==> src/rtl/uop_decode_queue.sv <==
// Decode stage: cracks one ARM instruction per cycle into 1-2 micro-ops and queues them for issue.
// Define UOP_DECODE_STATS_EN to add the stat_instr_o / stat_uop_o / stat_stall_o counters.
module uop_decode_queue #(
    parameter int UOP_WIDTH = 64,
    parameter int DEPTH     = 4,
    parameter int REG_IDX_W = 5,
    parameter int TMP_REG   = 16
) (
    input  logic                   clk,
    input  logic                   rst,
    input  logic                   flush_i,
    input  logic                   instr_valid_i,
    output logic                   instr_ready_o,
    input  logic [31:0]            instr_i,
    output logic                   uop_valid_o,
    input  logic                   uop_ready_i,
    output logic [UOP_WIDTH-1:0]   uop_o,
    output logic [$clog2(DEPTH):0] count_o
`ifdef UOP_DECODE_STATS_EN
    ,
    output logic [31:0]            stat_instr_o,
    output logic [31:0]            stat_uop_o,
    output logic [31:0]            stat_stall_o
`endif
);

    localparam int PW = $clog2(DEPTH);
    localparam int CW = PW + 1;

    // Micro-op field layout, low to high: imm12, src0, src1, src2, dst0, dst valid, type, class; cond and valid at the top.
    localparam int UOP_I_IMM_12_LO = 0;
    localparam int UOP_I_SRC_0_LO  = 12;
    localparam int UOP_I_SRC_1_LO  = UOP_I_SRC_0_LO + REG_IDX_W;
    localparam int UOP_I_SRC_2_LO  = UOP_I_SRC_1_LO + REG_IDX_W;
    localparam int UOP_I_DST_0_LO  = UOP_I_SRC_2_LO + REG_IDX_W;
    localparam int UOP_I_DST_0_V   = UOP_I_DST_0_LO + REG_IDX_W;
    localparam int UOP_I_TYPE_LO   = UOP_I_DST_0_V + 1;
    localparam int UOP_CLASS_LO    = UOP_I_TYPE_LO + 4;
    localparam int UOP_COND_LO     = UOP_WIDTH - 5;
    localparam int UOP_VALID_B     = UOP_WIDTH - 1;

    localparam logic [2:0] UOP_CLASS_INTEGER   = 3'd1;
    localparam logic [2:0] UOP_CLASS_INTEGER_M = 3'd2;
    localparam logic [2:0] UOP_CLASS_LOAD      = 3'd3;
    localparam logic [2:0] UOP_CLASS_STORE     = 3'd4;
    localparam logic [3:0] UOP_I_TYPE_REG       = 4'd0;
    localparam logic [3:0] UOP_I_TYPE_IMM       = 4'd1;
    localparam logic [3:0] UOP_I_TYPE_SHIFT_LSL = 4'd4;
    localparam logic [3:0] COND_AL              = 4'hE;

    typedef logic [REG_IDX_W-1:0] ridx_t;
    typedef logic [UOP_WIDTH-1:0] uop_t;

    function automatic uop_t mk_uop(input logic [3:0] cond, input logic [2:0] cls,
                                    input logic [3:0] typ, input logic [11:0] imm,
                                    input ridx_t s0, input ridx_t s1, input ridx_t s2,
                                    input ridx_t d, input logic dv);
        uop_t u;
        u = '0;
        u[UOP_VALID_B]                      = 1'b1;
        u[UOP_COND_LO +: 4]                 = cond;
        u[UOP_CLASS_LO +: 3]                = cls;
        u[UOP_I_TYPE_LO +: 4]               = typ;
        u[UOP_I_IMM_12_LO +: 12]            = imm;
        u[UOP_I_SRC_0_LO +: REG_IDX_W]      = s0;
        u[UOP_I_SRC_1_LO +: REG_IDX_W]      = s1;
        u[UOP_I_SRC_2_LO +: REG_IDX_W]      = s2;
        u[UOP_I_DST_0_LO +: REG_IDX_W]      = dv ? d : '0;
        u[UOP_I_DST_0_V]                    = dv;
        return u;
    endfunction

    logic [3:0] cond;
    ridx_t      rn, rd, rm, rs, tmp;
    logic       dp_misc, dp_dv;
    logic [3:0] shift_typ;
    uop_t       uop_a, uop_b;
    logic [1:0] n_uops;

    assign cond      = instr_i[31:28];
    assign rn        = ridx_t'(instr_i[19:16]);
    assign rd        = ridx_t'(instr_i[15:12]);
    assign rs        = ridx_t'(instr_i[11:8]);
    assign rm        = ridx_t'(instr_i[3:0]);
    assign tmp       = ridx_t'(TMP_REG);
    // Test opcodes with S=0 live in the MSR/hint/misc space rather than data processing.
    assign dp_misc   = (instr_i[24:23] == 2'b10) && !instr_i[20];
    assign dp_dv     = (instr_i[24:23] != 2'b10);
    assign shift_typ = UOP_I_TYPE_SHIFT_LSL + {2'b00, instr_i[6:5]};

    always_comb begin
        uop_a  = '0;
        uop_b  = '0;
        n_uops = 2'd0;
        if (cond != 4'hF) begin
            if (instr_i[27:25] == 3'b001 && !dp_misc) begin
                uop_a  = mk_uop(cond, UOP_CLASS_INTEGER, UOP_I_TYPE_IMM, instr_i[11:0],
                                rn, '0, '0, rd, dp_dv);
                n_uops = 2'd1;
            end else if (instr_i[27:22] == 6'b000000 && instr_i[7:4] == 4'b1001) begin
                // Multiply encodings swap the roles of [19:16] and [15:12].
                uop_a  = mk_uop(cond, UOP_CLASS_INTEGER_M, UOP_I_TYPE_REG, 12'h000,
                                rm, rs, rd, rn, 1'b1);
                n_uops = 2'd1;
            end else if (instr_i[27:25] == 3'b000 && !dp_misc && !(instr_i[7] && instr_i[4])) begin
                if (instr_i[11:4] == 8'h00) begin
                    uop_a  = mk_uop(cond, UOP_CLASS_INTEGER, UOP_I_TYPE_REG, 12'h000,
                                    rn, rm, '0, rd, dp_dv);
                    n_uops = 2'd1;
                end else begin
                    // Shift runs unconditionally into the temp; the ALU op carries the condition.
                    uop_a  = mk_uop(COND_AL, UOP_CLASS_INTEGER, shift_typ, instr_i[11:0],
                                    '0, rm, instr_i[4] ? rs : '0, tmp, 1'b1);
                    uop_b  = mk_uop(cond, UOP_CLASS_INTEGER, UOP_I_TYPE_REG, 12'h000,
                                    rn, tmp, '0, rd, dp_dv);
                    n_uops = 2'd2;
                end
            end else if (instr_i[27:26] == 2'b01 && !(instr_i[25] && instr_i[4])) begin
                if (instr_i[20])
                    uop_a = mk_uop(cond, UOP_CLASS_LOAD, UOP_I_TYPE_IMM, instr_i[11:0],
                                   rn, '0, '0, rd, 1'b1);
                else
                    uop_a = mk_uop(cond, UOP_CLASS_STORE, UOP_I_TYPE_IMM, instr_i[11:0],
                                   rn, rd, '0, '0, 1'b0);
                n_uops = 2'd1;
            end
        end
    end

    logic [DEPTH-1:0][UOP_WIDTH-1:0] mem;
    logic [PW-1:0] wptr, rptr, wptr1, rptr_n;
    logic [CW-1:0] count, count_n, left;
    logic          accept, deq;
    logic [1:0]    n_enq;

    // Two free slots are always required so a cracked pair never has to be split.
    assign instr_ready_o = rst && !flush_i && ((CW'(DEPTH) - count) >= CW'(2));
    assign uop_valid_o   = (count != '0);
    assign count_o       = count;

    assign accept  = instr_valid_i && instr_ready_o;
    assign n_enq   = accept ? n_uops : 2'd0;
    assign deq     = uop_valid_o && uop_ready_i && !flush_i;
    assign wptr1   = wptr + PW'(1);
    assign rptr_n  = rptr + PW'(deq);
    assign left    = count - CW'(deq);
    assign count_n = left + CW'(n_enq);

    always_ff @(posedge clk) begin
        if (n_enq != 2'd0) mem[wptr] <= uop_a;
        if (n_enq == 2'd2) mem[wptr1] <= uop_b;
    end

    always_ff @(posedge clk or negedge rst) begin
        if (!rst) begin
            wptr  <= '0;
            rptr  <= '0;
            count <= '0;
            uop_o <= '0;
        end else if (flush_i) begin
            wptr  <= '0;
            rptr  <= '0;
            count <= '0;
        end else begin
            wptr  <= wptr + PW'(n_enq);
            rptr  <= rptr_n;
            count <= count_n;
            // When the queue drains this cycle the new head is the uop being written now.
            if (count_n != '0) uop_o <= (left != '0) ? mem[rptr_n] : uop_a;
        end
    end

`ifdef UOP_DECODE_STATS_EN
    always_ff @(posedge clk or negedge rst) begin
        if (!rst) begin
            stat_instr_o <= '0;
            stat_uop_o   <= '0;
            stat_stall_o <= '0;
        end else begin
            stat_instr_o <= stat_instr_o + 32'(accept);
            stat_uop_o   <= stat_uop_o + 32'(deq);
            stat_stall_o <= stat_stall_o + 32'(instr_valid_i && !instr_ready_o);
        end
    end
`endif

endmodule

==> config.mk <==
export PLATFORM = sky130hd
export DESIGN_NAME = uop_decode_queue
export DESIGN_NICKNAME = d
export VERILOG_FILES = /design/src/rtl/uop_decode_queue.sv
export SDC_FILE = /design/constraint.sdc
export NUM_CORES = 1
export LEC_CHECK = 0
export ABC_AREA = 1
export CAP_MARGIN = 10
export CORE_MARGIN = 2
export CORE_UTILIZATION = 60
export CTS_CLUSTER_SIZE = 24
export DETAILED_ROUTE_END_ITERATION = 7
export GPL_ROUTABILITY_DRIVEN = 0
export HOLD_SLACK_MARGIN = 0.1
export PLACE_DENSITY = 0.81
export SLEW_MARGIN = 5
export SYNTH_ARGS = -nofsm -noshare
export SYNTH_HDL_FRONTEND = slang
export SYNTH_SLANG_ARGS = --single-unit
==> constraint.sdc <==
create_clock -name clk -period 5.6 [get_ports clk]
set_input_delay 1.12 -clock clk [delete_from_list [all_inputs] [get_ports clk]]
set_output_delay 1.12 -clock clk [all_outputs]
set_load 0.05 [all_outputs]
* Yosys cells after proc, flatten, opt, wreduce, memory -nomap -nowiden
Index checks and enable logic that the tools add are counted.
W data, S select, Z words.
** Storage, ports and cells
- Bits in registers :: 327
- Bits in latches :: 0
- Bits in writable memories :: 0
- Bits in read-only memories :: 0
- Input port bits :: 37
- Output and inout bits :: 69
- Word-level logic and storage cells :: 92
- Memories :: 0
** Operators by class
- Add/sub/neg operators :: 7
- $mul :: 0
- Div/mod/pow operators :: 0
- Order comparisons :: 6
- Equal/unequal tests :: 7
- Shifts and indexed selects :: 0
- Multiplexer cells :: 35
- Bitwise logic cells :: 1
- Reductions and logical operators :: 28
** Operator list (count)
- $mux W64 :: 14
- $bwmux W256 :: 2
- $mux W256 :: 2
- $demux W64 S2 :: 2
- $bmux W64 S2 :: 1
- $mux W63 :: 1
- $mux W40 :: 1
- $mux W2 :: 8
- $logic_and A1 B1 Y1 :: 15
- $lt A2 B3 Y1 const B :: 3
- $reduce_bool A3 Y1 :: 3
- $logic_not A8 Y1 :: 1
- $mux W4 :: 2
- $logic_not A6 Y1 :: 1
- $logic_not A1 Y1 :: 5
- $add A3 B2 Y4 const A :: 1
- $eq A2 B2 Y1 const B :: 2
- $eq A4 B4 Y1 const B :: 1
- $ge A2 B1 Y1 const B :: 2
- $ne A4 B4 Y1 const B :: 1
- $add A3 B2 Y3 :: 1
- $eq A3 B1 Y1 const B :: 1
- $ge A3 B2 Y1 const B :: 1
- $logic_not A3 Y1 :: 1
- other kinds (12) :: 12

* Longest topological paths before layout
Gate-level depths: netlist of the first run.
- Word-level depth :: 14
- Gate-level depth with buffers :: 19

* Least setup slack after synthesis of the first run
No wires, ideal clock.
- Path kind :: input to register
- From :: input flush_i
- To :: register uop_o[5]
- Setup time :: 124 ps
- Arrival time :: 3786 ps
- Required time :: 5476 ps
- Path slack :: 1690 ps
- Cell stages on the path :: 17
- Buffers on the path :: 3
- Path through :: buf_2 > inv_1 > nand3_1 > inv_1 > nand2_2 > nor3_1 > ha_1 > inv_1 > fa_1 > xor2_1 > nand3_1 > nand2_2 > inv_1 > buf_2 > buf_2 > o211ai_1 > nand2_1
** Between the ends
- Cells in the longest elaborated chain, start to end :: 8
- Elaborated cells on any way between the ends :: 16
- Classes of those cells :: 3 x add/sub; 4 x mux; 1 x bitwise; 8 x reduce/logical
** RTL lines
- from (decl) :: line 11 : input logic flush_i,
- $logic_not A1 Y1 :: line 137 : assign instr_ready_o = rst && !flush_i && ((CW'(DEPTH) - count) >= CW'(2));
- $logic_and A1 B1 Y1 (2 in a row) :: line 137
- named net instr_ready_o :: line 13 : output logic instr_ready_o,
- $logic_and A1 B1 Y1 :: line 141 : assign accept = instr_valid_i && instr_ready_o;
- $mux W2 :: line 142 : assign n_enq = accept ? n_uops : 2'd0;
- $add A3 B2 Y3 :: line 147 : assign count_n = left + CW'(n_enq);
- $reduce_bool A3 Y1 :: line 169 : if (count_n != '0) uop_o <= (left != '0) ? mem[rptr_n] : uop_a;
- $reduce_and A2 Y1 (no line)
- to (signal assigned) :: line 169
- to (decl) :: line 17 : output logic [UOP_WIDTH-1:0] uop_o,
The timed path passes the listed nets, and every way through them passes these cells. The select of a mux whose other input is x is not followed.
A chain may end at the register's enable or synchronous reset.

* Final worst setup path of the first run
- From :: input instr_i[4]
- To :: register uop_o[25]
** Between the ends
- Cells in the longest elaborated chain, start to end :: 12
- Elaborated cells on any way between the ends :: 27
- Classes of those cells :: 1 x add/sub; 1 x eq/ne; 15 x mux; 10 x reduce/logical
** RTL lines
- from (decl) :: line 14 : input logic [31:0] instr_i,
- $logic_and A1 B1 Y1 :: line 118 : end else if (instr_i[27:26] == 2'b01 && !(instr_i[25] && instr_i[4])) begin
- $logic_not A1 Y1 :: line 118
- $logic_and A1 B1 Y1 :: line 118
- $mux W1 :: line 118
- $mux W2 :: line 105 : end else if (instr_i[27:25] == 3'b000 && !dp_misc && !(instr_i[7] && instr_i[4])) begin
- $mux W2 :: line 100 : end else if (instr_i[27:22] == 6'b000000 && instr_i[7:4] == 4'b1001) begin
- $mux W2 :: line 96 : if (instr_i[27:25] == 3'b001 && !dp_misc) begin
- $mux W2 :: line 95 : if (cond != 4'hF) begin
- $mux W2 :: line 142
- $add A3 B2 Y3 :: line 147
- $reduce_bool A3 Y1 :: line 169
- $reduce_and A2 Y1 (no line)
Several ways; a longest one is shown, not always the timed one.

==> key figures, run 1 <==
Run status
  • Status: finished, final reports clean

Critical path
  • Worst EP arrival: around 4.9 ns
  • CP Launch Point: instr_i[4]
  • CP Launch Type: input pin
  • CP Class: input pin to flip-flop
  • CP endpoint: uop_o[25]$_DFFE_PN0P_
  • Worst reg2reg path depth: 18
  • Critical path cell sequence: clkdlybuf4s50_1 > nand2_2 > nor2_2 > nand3_2 > nand3_2 > nand2_1 > nor3_1 > ha_1 > inv_1 > fa_1 > xor2_1 > nand3_1 > nand2_4 > inv_1 > buf_12 > o211ai_1 > nand2_1
  • CP max stage delay: 0.70 ns
  • Critical Path RT: about 6 ns
  • CP max FO: 38
  • Element type at the critical path end: flip-flop
  • Worst path top cell family by delay: simple AND/OR/NAND/NOR gates
  • Reg2Reg Launch Point: count_o[1]$_DFF_PN0_
  • CP bufs+invs: 4
  • CP max stage cell: clkdlybuf4s50_1
  • Worst reg2reg setup slack: ~2.1 ns
  • Crit path depth: 17
  • R2R Path End: uop_o[25]$_DFFE_PN0P_

Timing
  • Fin. Hold Viols: 0
  • Post-route setup slack: between 1 and 1.5 ns
  • Clk_skew: between 0.02 and 0.025 ns
  • Worst slew pin tran: around 1.2 ns
  • Period utilization: 0.805
  • RSZ-0062 raised after global routing: false
  • Tmin final: about 4.5 ns
  • Number of setup violations in the final report: 0
  • Highest Clock Rate: 222 MHz
  • Final Max Tran Viols: 0
  • Max_slew headroom: 0.193
  • Setup TNS Final: 0 ns

Cells and area
  • Share of cells above drive strength 1: 0.0558
  • Area growth syn-to-layout: 14.3%
  • Ant. Diodes: 0
  • Most frequent cells in the layout: nand2_1, dfxtp_1, o21ai_0, nor2_1, inv_1
  • # nets final: ~2200
  • Commonest non-fill, non-tap cell in the layout: nand2_1

CTS
  • Root buffer cell: clkbuf_16
  • Clk sinks: about 330
  • Maximum clock insertion buffer count: 3
  • Setup bufs post-CTS: 0
  • Hold-fix buffers, CTS: 0
  • CTS Buf Count: 34
  • Post-CTS sizing: 0
  • # H-tree levels: 2
  • Reg clk slew, reported paths: roughly 0.060 ns
  • TritonCTS clock tree: yes
  • Later-pin clock latency in the skew report: approximately 0.53 ns

Detailed routing
  • DRT Pass-1 Iters: 6
  • DRC: 0
  • Post-route ant nets: 0
  • Wire per inst: roughly 17 um
  • Vias/cell: between 5 and 6
  • Total Wirelength: roughly 43 mm
  • Initial drt markers: about 1500
  • Vias: about 14000

Die
  • Die width: 163 um
  • Row Count: 58
  • Core area: roughly 25000 um2
  • Initial Utilization: 0.607
  • Die area: 26500 um2
  • Die height: around 160 um
  • # IOs: between 100 and 150

Global routing
  • Largest net degree at the start of global routing: 89
  • Total GRT Usage: 0.322
  • Antenna violations before repair: 0
  • Number of global-route vias before repair: around 14000
  • First-pass GRT wire length: 68.5 mm
  • Overflow after GRT: 0

Power
  • Clk pwr share: 0.277
  • Switching pwr: about 0.0030 W
  • Leakage: between 8 and 9 nW
  • Worst VDD drop: 0.315 mV
  • Int Pwr: roughly 0.005 W
  • PD cells: 461 nW/um2
  • Flop pwr share: 0.382
  • Logic pwr share: 0.341
  • Sw Share: 0.374

Yosys
  • Cell area after synthesis: between 15000 and 20000 um2
  • Synth cell types: between 40 and 50
  • Sequential-to-total area share from yosys stat: 0.455
  • Synth Net Count: 2180
  • Synth Register Bits: between 300 and 400
  • Mapped Cells: approximately 2100
  • Top cells by area, synth: dfxtp_1, nand2_1, dfrtp_1, o21ai_0, nor2_1
  • Yosys top cell by area: dfxtp_1
  • Synth Warn #: 0
  • Synth top area share: 0.338
  • Avg Cell Area, Syn: roughly 7.1 um2

Job
  • Max_cap viols: 0

Placement
  • Worst slack, placed: ~0.65 ns
  • Port bufs: ~100
  • Post-DP HPWL: ~25 mm

Worst hold path
  • Worst Hold Class: flip-flop to flip-flop
-- worst reg2reg max path, stage by stage, from the launching register on --
cell and delay (ns):
dfrtp_1 0.37, inv_1 0.07, ha_1 0.18, ha_1 0.26, nand3b_1 0.08, nand3_1 0.06
inv_1 0.10, nand2_2 0.12, nor3_1 0.31, ha_1 0.21, inv_1 0.05, fa_1 0.42
xor2_1 0.21, nand3_1 0.15, nand2_4 0.19, inv_1 0.11, buf_12 0.20, o211ai_1 0.21
nand2_1 0.08
-- worst min path at each step --
stage | start | endpoint | slack [ns] | depth (start not counted)
global route | mem[248]$_DFF_P_ | mem[248]$_DFF_P_ | 0.45 | 2
CTS | mem[182]$_DFF_P_ | mem[182]$_DFF_P_ | 0.44 | 2
global placement | mem[63]$_DFF_P_ | mem[63]$_DFF_P_ | 0.42 | 2
floorplan | mem[63]$_DFF_P_ | mem[63]$_DFF_P_ | 0.41 | 2
finish | mem[182]$_DFF_P_ | mem[182]$_DFF_P_ | 0.44 | 2
detailed placement | mem[144]$_DFF_P_ | mem[144]$_DFF_P_ | 0.43 | 2
-- cell usage after synthesis (all sizes together) --
library cell and number:
nand2 629, dfxtp 256, o21ai 252, nor2 231, inv 192, a21oi 113, nand3 103, dfrtp 71
buf 70, clkbuf 69, o211ai 49, nor3 29, mux2i 23, ha 8, nand4 7, o21a 7
or2 6, a31oi 5, o22ai 4, nand3b 3, a21boi 2, nor3b 2, fa 1, xnor2 1
xor2 1
-- stage by stage --
stage / utilization / instances / total power (W) / hold slack (ns) / area, um2
detailed placement: 0.650 / 2454 / 0.00579 / 0.428 / 16200
CTS: 0.694 / 2516 / 0.00799 / 0.438 / 17300
global route: 0.694 / 2516 / 0.00839 / 0.446 / 17300
finish: 0.694 / 2516 / 0.00799 / 0.437 / 17300
floorplan: - / 2134 / 0.00493 / 0.413 / 15200
global placement: 0.650 / 2454 / 0.00571 / 0.424 / 16200
-- area by class of cell --
cell class | count | area (um2)
Clock buffer | 53 | 992
Fill cell | 2104 | 7640
Clock inverter | 9 | 93.8
Timing Repair Buffer | 129 | 1290
Inverter | 192 | 723
Tap cell | 330 | 413
Sequential cell | 327 | 6900
Multi-Input combinational cell | 1476 | 6910
-- registers in the layout, indices dropped and copies added (netlist names) --
signal,cells
wptr,2
count_o,3
rptr,2
uop_o,64
mem,256
-- cell families (layout without fill, tap and decap cells) --
| group | Yosys count | in the layout | share of synthesized area |
|---|---|---|---|
| adders and majority gates | 9 | 9 | 0.00793 |
| AOI/OAI and AO/OA | 432 | 432 | 0.153 |
| DFF | 327 | 327 | 0.455 |
| and+or+nand+nor | 1010 | 1010 | 0.276 |
| muxes | 23 | 23 | 0.0152 |
| buffers and inverters | 331 | 383 | 0.0905 |
| xor gates and xnor gates | 2 | 2 | 0.00116 |
-- metal layers --
layer / up-vias / GRT usage / part of all wire
li1: 6877 / - / -
met1: 6716 / 0.419 / 0.41
met2: 711 / 0.534 / 0.46
met3: 147 / 0.0484 / 0.092
met4: 0 / 0.142 / 0.037
met5: - / 0 / 0
-- power groups by stage --
stage / clock network [W] / registers (W) / logic, W
after floorplan: 0 / 0.00380 / 0.00113
final: 0.00221 / 0.00305 / 0.00272
after CTS: 0.00223 / 0.00305 / 0.00272
after global placement: 0 / 0.00308 / 0.00264
after global routing: 0.00233 / 0.00309 / 0.00296
after detailed placement: 0 / 0.00309 / 0.00270
Note: power is estimated with default switching activity, not from simulation.
==> inputs of run 2 (changes only) <==
--- a/config.mk
+++ b/config.mk
@@ -8,12 +8,12 @@
 export ABC_AREA = 1
 export CAP_MARGIN = 10
 export CORE_MARGIN = 2
-export CORE_UTILIZATION = 60
+export CORE_UTILIZATION = 59
 export CTS_CLUSTER_SIZE = 24
 export DETAILED_ROUTE_END_ITERATION = 7
 export GPL_ROUTABILITY_DRIVEN = 0
 export HOLD_SLACK_MARGIN = 0.1
-export PLACE_DENSITY = 0.81
+export PLACE_DENSITY = 0.8
 export SLEW_MARGIN = 5
 export SYNTH_ARGS = -nofsm -noshare
 export SYNTH_HDL_FRONTEND = slang
==> constraint.sdc (replaced) <==
create_clock -name clk -period 4.7 [get_ports clk]
set_input_delay 0.94 -clock clk [delete_from_list [all_inputs] [get_ports clk]]
set_output_delay 0.94 -clock clk [all_outputs]
set_load 0.05 [all_outputs]
==> key figures, run 2 (synthesized netlist as in run 1, its figures left out) <==
Timing
  • Max_slew headroom: 0.237
  • Post-route setup slack: 0.575 ns
  • Clk_skew: 0.0132 ns
  • Final Max Tran Viols: 0
  • Period utilization: 0.878
  • Worst hold slack: approximately 0.44 ns
  • Worst slew pin tran: 1.14 ns
  • Number of setup violations in the final report: 0
  • Fin. Hold Viols: 0
  • Highest Clock Rate: ~240 MHz
  • RSZ-0062 raised after global routing: false
  • Setup TNS Final: 0 ns
  • Tmin final: approximately 4.1 ns

Power
  • Int Pwr: slightly above 0.006 W
  • Final Power: roughly 0.0097 W
  • Logic pwr share: 0.337
  • Flop pwr share: 0.374
  • Worst VDD drop: approximately 0.43 mV
  • Switching pwr: approximately 0.0036 W
  • Sw Share: 0.370
  • Leakage: a little over 8 nW
  • Clk pwr share: 0.289
  • PD cells: about 560 nW/um2

Cells and area
  • Commonest non-fill, non-tap cell in the layout: nand2_1
  • Core Util, Final: 0.695
  • Max reg flops: 256
  • Ant. Diodes: 0
  • # nets final: about 2200
  • Most flop-heavy register: mem
  • Share of cells above drive strength 1: 0.0589
  • Most frequent cells in the layout: nand2_1, dfxtp_1, o21ai_0, nor2_1, inv_1
  • Area growth syn-to-layout: 15.5%

CTS
  • Later-pin clock latency in the skew report: between 0.5 and 0.6 ns
  • Maximum clock insertion buffer count: 3
  • Reg clk slew, reported paths: 0.06 ns
  • CTS Buf Count: 35
  • # H-tree levels: 2
  • TritonCTS clock tree: yes
  • Clk sinks: 327
  • Post-CTS sizing: 0
  • Setup bufs post-CTS: 0
  • Root buffer cell: clkbuf_16
  • Hold-fix buffers, CTS: 0

Die
  • Die height: about 160 um
  • Row Count: between 50 and 60
  • Initial Utilization: 0.602
  • Die width: about 160 um
  • Die area: roughly 27000 um2
  • Core area: between 20000 and 30000 um2
  • # IOs: about 110

Detailed routing
  • DRC: 0
  • Vias/cell: between 5 and 6
  • Initial drt markers: 1928
  • Vias: between 10000 and 15000
  • DRT Pass-1 Iters: 7
  • Total Wirelength: roughly 44 mm
  • Post-route ant nets: 0
  • Wire per inst: between 15 and 20 um

Placement
  • Port bufs: roughly 100
  • Worst slack, placed: just over 0.09 ns
  • Post-DP HPWL: around 25 mm

Global routing
  • Largest net degree at the start of global routing: approximately 140
  • Number of global-route vias before repair: roughly 14000
  • First-pass GRT wire length: approximately 70 mm
  • Overflow after GRT: 0
  • Total GRT Usage: 0.327
  • Antenna violations before repair: 0

Worst hold path
  • HP Start: mem[111]$_DFF_P_
  • Worst Hold Path EP: mem[111]$_DFF_P_
  • Worst Hold Class: flip-flop to flip-flop
  • Hold Path Depth: 2

Critical path
  • Worst reg2reg path depth: 18
  • Reg2Reg Launch Point: count_o[0]$_DFF_PN0_
  • CP max FO: 39
  • Critical Path RT: just over 5 ns
  • Worst EP arrival: between 4 and 5 ns
  • Worst reg2reg setup slack: roughly 1.2 ns
  • Element type at the critical path end: flip-flop
  • R2R Path End: uop_o[4]$_DFFE_PN0P_
  • CP Class: input pin to flip-flop
  • CP Launch Type: input pin

Job
  • Max_cap viols: 0

Run status
  • Status: finished, final reports clean
run 2: per-stage QoR:
step | area [um2] | cells
6_report | 17500 | 2520
5_1_grt | 17500 | 2520
4_1_cts | 17500 | 2520
3_5_place_dp | 16300 | 2456
3_3_place_gp | 16300 | 2456
2_1_floorplan | 15200 | 2134
run 2: how the worst max path moves through the flow:
stage	start	end	slack (ns)	cells past startpoint
3_3_place_gp	instr_i[7]	uop_o[34]$_DFFE_PN0P_	0.22	17
4_1_cts	instr_i[7]	uop_o[18]$_DFFE_PN0P_	0.64	17
5_1_grt	instr_i[5]	uop_o[18]$_DFFE_PN0P_	0.30	18
3_5_place_dp	instr_i[7]	uop_o[18]$_DFFE_PN0P_	0.09	17
6_report	instr_i[7]	uop_o[4]$_DFFE_PN0P_	0.57	17
2_1_floorplan	count_o[0]$_DFF_PN0_	uop_o[5]$_DFFE_PN0P_	0.85	19
run 2: power by group through the flow:
stage / sequential [W] / combinational, W / clock [W]
3_5_place_dp: 0.00369 / 0.00324 / 0
3_3_place_gp: 0.00366 / 0.00317 / 0
4_1_cts: 0.00364 / 0.00326 / 0.00283
2_1_floorplan: 0.00453 / 0.00135 / 0
6_report: 0.00364 / 0.00327 / 0.00281
5_1_grt: 0.00369 / 0.00355 / 0.00295
run 2: per-layer routing:
metal | up-vias | routed length (um) | GRT usage | part of all wire
met2 | 804 | 20000 | 0.527 | 0.46
met4 | 0 | 1280 | 0.121 | 0.029
met5 | - | 0 | 0 | 0
met1 | 6704 | 18000 | 0.445 | 0.41
li1 | 6883 | - | - | -
met3 | 118 | 4410 | 0.0495 | 0.10
run 2: layout make-up:
| cell class | count | area [um2] |
|---|---|---|
| inverter | 192 | 723 |
| timing repair buffer | 131 | 1370 |
| sequential | 327 | 6900 |
| tap | 330 | 413 |
| multi-input combinational | 1476 | 6910 |
| clock inverter | 11 | 126 |
| fill | 2058 | 7690 |
| clock buffer | 53 | 1050 |
run 2: critical path, cell delays in order:
cell	delay, ns
clkdlybuf4s50_1	0.62
nand2_2	0.14
nor2_2	0.16
nand3_2	0.19
nand3_2	0.22
nand2_1	0.19
nor3_1	0.35
ha_1	0.23
inv_1	0.06
fa_1	0.43
xor2_1	0.20
nand3_1	0.14
nand2_4	0.11
inv_1	0.07
buf_12	0.18
o211ai_1	0.20
nand2_1	0.08
==> inputs of run 3 (changes only) <==
--- a/config.mk
+++ b/config.mk
@@ -5,11 +5,11 @@
 export SDC_FILE = /design/constraint.sdc
 export NUM_CORES = 1
 export LEC_CHECK = 0
-export ABC_AREA = 1
+export ABC_CLOCK_PERIOD_IN_PS = 4700
 export CAP_MARGIN = 10
 export CORE_MARGIN = 2
 export CORE_UTILIZATION = 59
-export CTS_CLUSTER_SIZE = 24
+export CTS_CLUSTER_SIZE = 20
 export DETAILED_ROUTE_END_ITERATION = 7
 export GPL_ROUTABILITY_DRIVEN = 0
 export HOLD_SLACK_MARGIN = 0.1
==> key figures, run 3 <==
Run status
  • Status: finished, final reports clean

Yosys
  • Synth cell types: 70
  • Most common cell in the netlist: nand2_1
  • Top cells by area, synth: dfxtp_1, dfrtp_1, mux4_2, nand2_1, a21oi_1
  • Sequential-to-total area share from yosys stat: 0.488
  • Synth Net Count: roughly 1500
  • Synth top area share: 0.362
  • Cell area after synthesis: roughly 14000 um2
  • Synth top cells by count: nand2_1, dfxtp_1, a21oi_1
  • Synth Warn #: 0
  • Synth Register Bits: 327
  • EDFF count, synth: 0
  • Post-synth ARST share: 0.217
  • Yosys top cell by area: dfxtp_1
  • Avg Cell Area, Syn: about 9.5 um2
  • Mapped Cells: between 1000 and 1500
  • Predominant post-synthesis flop cell: dfxtp_1

Detailed routing
  • Top sig layer: met4
  • Wire per inst: 20.6 um
  • Met1 WL: 15.4 mm
  • Vias/cell: around 6.2
  • Post-route ant nets: 0
  • DR WL met2: about 19 mm
  • Total Wirelength: approximately 40 mm
  • Initial drt markers: approximately 1200
  • Met3 WL post-DR: around 3.4 mm
  • Vias: roughly 12000
  • DRC: 0
  • DRT Pass-1 Iters: 6

Timing
  • Fin. Hold Viols: 0
  • Setup TNS Final: 0 ns
  • Final Max Tran Viols: 0
  • Highest Clock Rate: between 200 and 250 MHz
  • Number of setup violations in the final report: 0
  • Tmin final: 4.27 ns
  • RSZ-0062 raised after global routing: false
  • Worst slew pin tran: 1.15 ns
  • Max_slew headroom: 0.231
  • Clk_skew: between 0.02 and 0.025 ns
  • Post-route setup slack: roughly 0.43 ns
  • Period utilization: 0.909

CTS
  • Hold-fix buffers, CTS: 0
  • Clk sinks: between 300 and 400
  • Reg clk slew, reported paths: ~0.060 ns
  • TritonCTS clock tree: yes
  • CTS Buf Count: 34
  • Setup bufs post-CTS: 0
  • Post-CTS sizing: 0
  • # H-tree levels: 2
  • Later-pin clock latency in the skew report: ~0.5 ns
  • Root buffer cell: clkbuf_16
  • Maximum clock insertion buffer count: 3

Die
  • Die width: about 160 um
  • Row Count: 56
  • Die area: approximately 25000 um2
  • # IOs: around 110
  • Die height: around 160 um
  • Core area: about 23000 um2
  • Initial Utilization: 0.603

Placement
  • Port bufs: 104
  • Post-DP HPWL: ~24 mm
  • Worst slack, placed: around 0.0076 ns

Critical path
  • Reg2Reg Launch Point: count_o[1]$_DFF_PN0_
  • CP max stage cell: a31o_2
  • Critical Path RT: slightly above 5 ns
  • Element type at the critical path end: flip-flop
  • R2R Path End: uop_o[27]$_DFFE_PN0P_
  • CP Launch Type: input pin
  • CP Class: input pin to flip-flop
  • Most used cell along the critical path: nor2_1
  • Critical path cell sequence: clkdlybuf4s50_1 > nor4_1 > and2_1 > nor2_1 > nor3_1 > ha_1 > inv_1 > fa_1 > xnor2_1 > a31o_2 > nor2_1 > a221o_1
  • Worst reg2reg path depth: 13
  • CP max stage delay: approximately 0.58 ns
  • CP max FO: 18
  • Worst EP arrival: between 4 and 5 ns
  • Worst reg2reg setup slack: a little under 1 ns

Worst hold path
  • Hold Path Depth: 1
  • HP Start: mem[127]$_DFF_P_
  • Worst Hold Class: flip-flop to flip-flop
  • Worst Hold Path EP: mem[127]$_DFF_P_

Cells and area
  • # nets final: about 1600
  • Area growth syn-to-layout: 18.0%
  • Ant. Diodes: 0
  • Most frequent cells in the layout: nand2_1, dfxtp_1, a21oi_1, clkdlybuf4s50_1, nor2_1
  • Max reg flops: ~260
  • Commonest non-fill, non-tap cell in the layout: nand2_1
  • Most flop-heavy register: mem
  • Share of cells above drive strength 1: 0.129

Global routing
  • Number of global-route vias before repair: 12000
  • Antenna violations before repair: 0
  • Largest net degree at the start of global routing: 67
  • Total GRT Usage: 0.308
  • First-pass GRT wire length: between 60 and 70 mm
  • Overflow after GRT: 0

Job
  • Max_cap viols: 0

Power
  • Worst VDD drop: around 0.45 mV
  • PD cells: roughly 500 nW/um2
  • Leakage: 6.71 nW
-- run 3: kinds of logic after synthesis --
| family | Yosys count | share of synthesized area |
|---|---|---|
| compound gates | 273 | 0.127 |
| xor+xnor | 5 | 0.00310 |
| fa+ha+maj | 9 | 0.00849 |
| buf+inv | 122 | 0.0430 |
| flops | 327 | 0.488 |
| mux | 77 | 0.111 |
| simple gates | 674 | 0.220 |
-- run 3: power breakdown --
| part | switching [W] | internal [W] | leakage (nW) |
|---|---|---|---|
| registers | 0.000186 | 0.00310 | 2.98 |
| clock network | 0.00109 | 0.00158 | 0.546 |
| logic | 0.00143 | 0.000771 | 3.19 |
-- run 3: how the worst max path moves through the flow --
stage	startpoint	end	slack (ns)	cells past startpoint
6_report	instr_i[8]	uop_o[27]$_DFFE_PN0P_	0.43	12
5_1_grt	instr_i[8]	uop_o[27]$_DFFE_PN0P_	0.29	12
4_1_cts	instr_i[8]	uop_o[27]$_DFFE_PN0P_	0.50	12
3_5_place_dp	instr_i[8]	uop_o[0]$_DFFE_PN0P_	0.008	13
3_3_place_gp	instr_i[23]	uop_o[27]$_DFFE_PN0P_	0.17	13
2_1_floorplan	instr_i[4]	uop_o[28]$_DFFE_PN0P_	0.42	16
-- run 3: area by class of cell --
cell class	instances	area, um2
timing repair buffer	161	1550
tap	319	399
fill	1688	6770
inverter	12	45.0
clock buffer	51	985
clock inverter	11	135
sequential	327	6900
multi-input combinational	1038	6680
-- run 3: routing by layer --
metal  track usage  up-vias
met2         0.517      657
met1         0.398     5753
met3        0.0457      144
met4         0.133        0
met5             0        -
li1              -     5394
-- run 3: per-stage QoR --
step,cells,hold WS [ns],power (W),area [um2],util
CTS,1919,0.438,0.00817,16700,0.711
detailed placement,1857,0.424,0.00552,15600,0.664
floorplan,1487,0.404,0.00474,14100,-
global placement,1857,0.416,0.00547,15600,0.664
global route,1919,0.462,0.00845,16700,0.711
finish,1919,0.437,0.00816,16700,0.711
-- run 3: worst max-delay path: cells and delay by family --
kind                       cells  cell delay, ns
AOI/OAI and AO/OA              2            0.92
adders and majority gates      2            0.65
buffers and inverters          2            0.59
xor gates and xnor gates       1            0.21
and+or+nand+nor                5            1.36
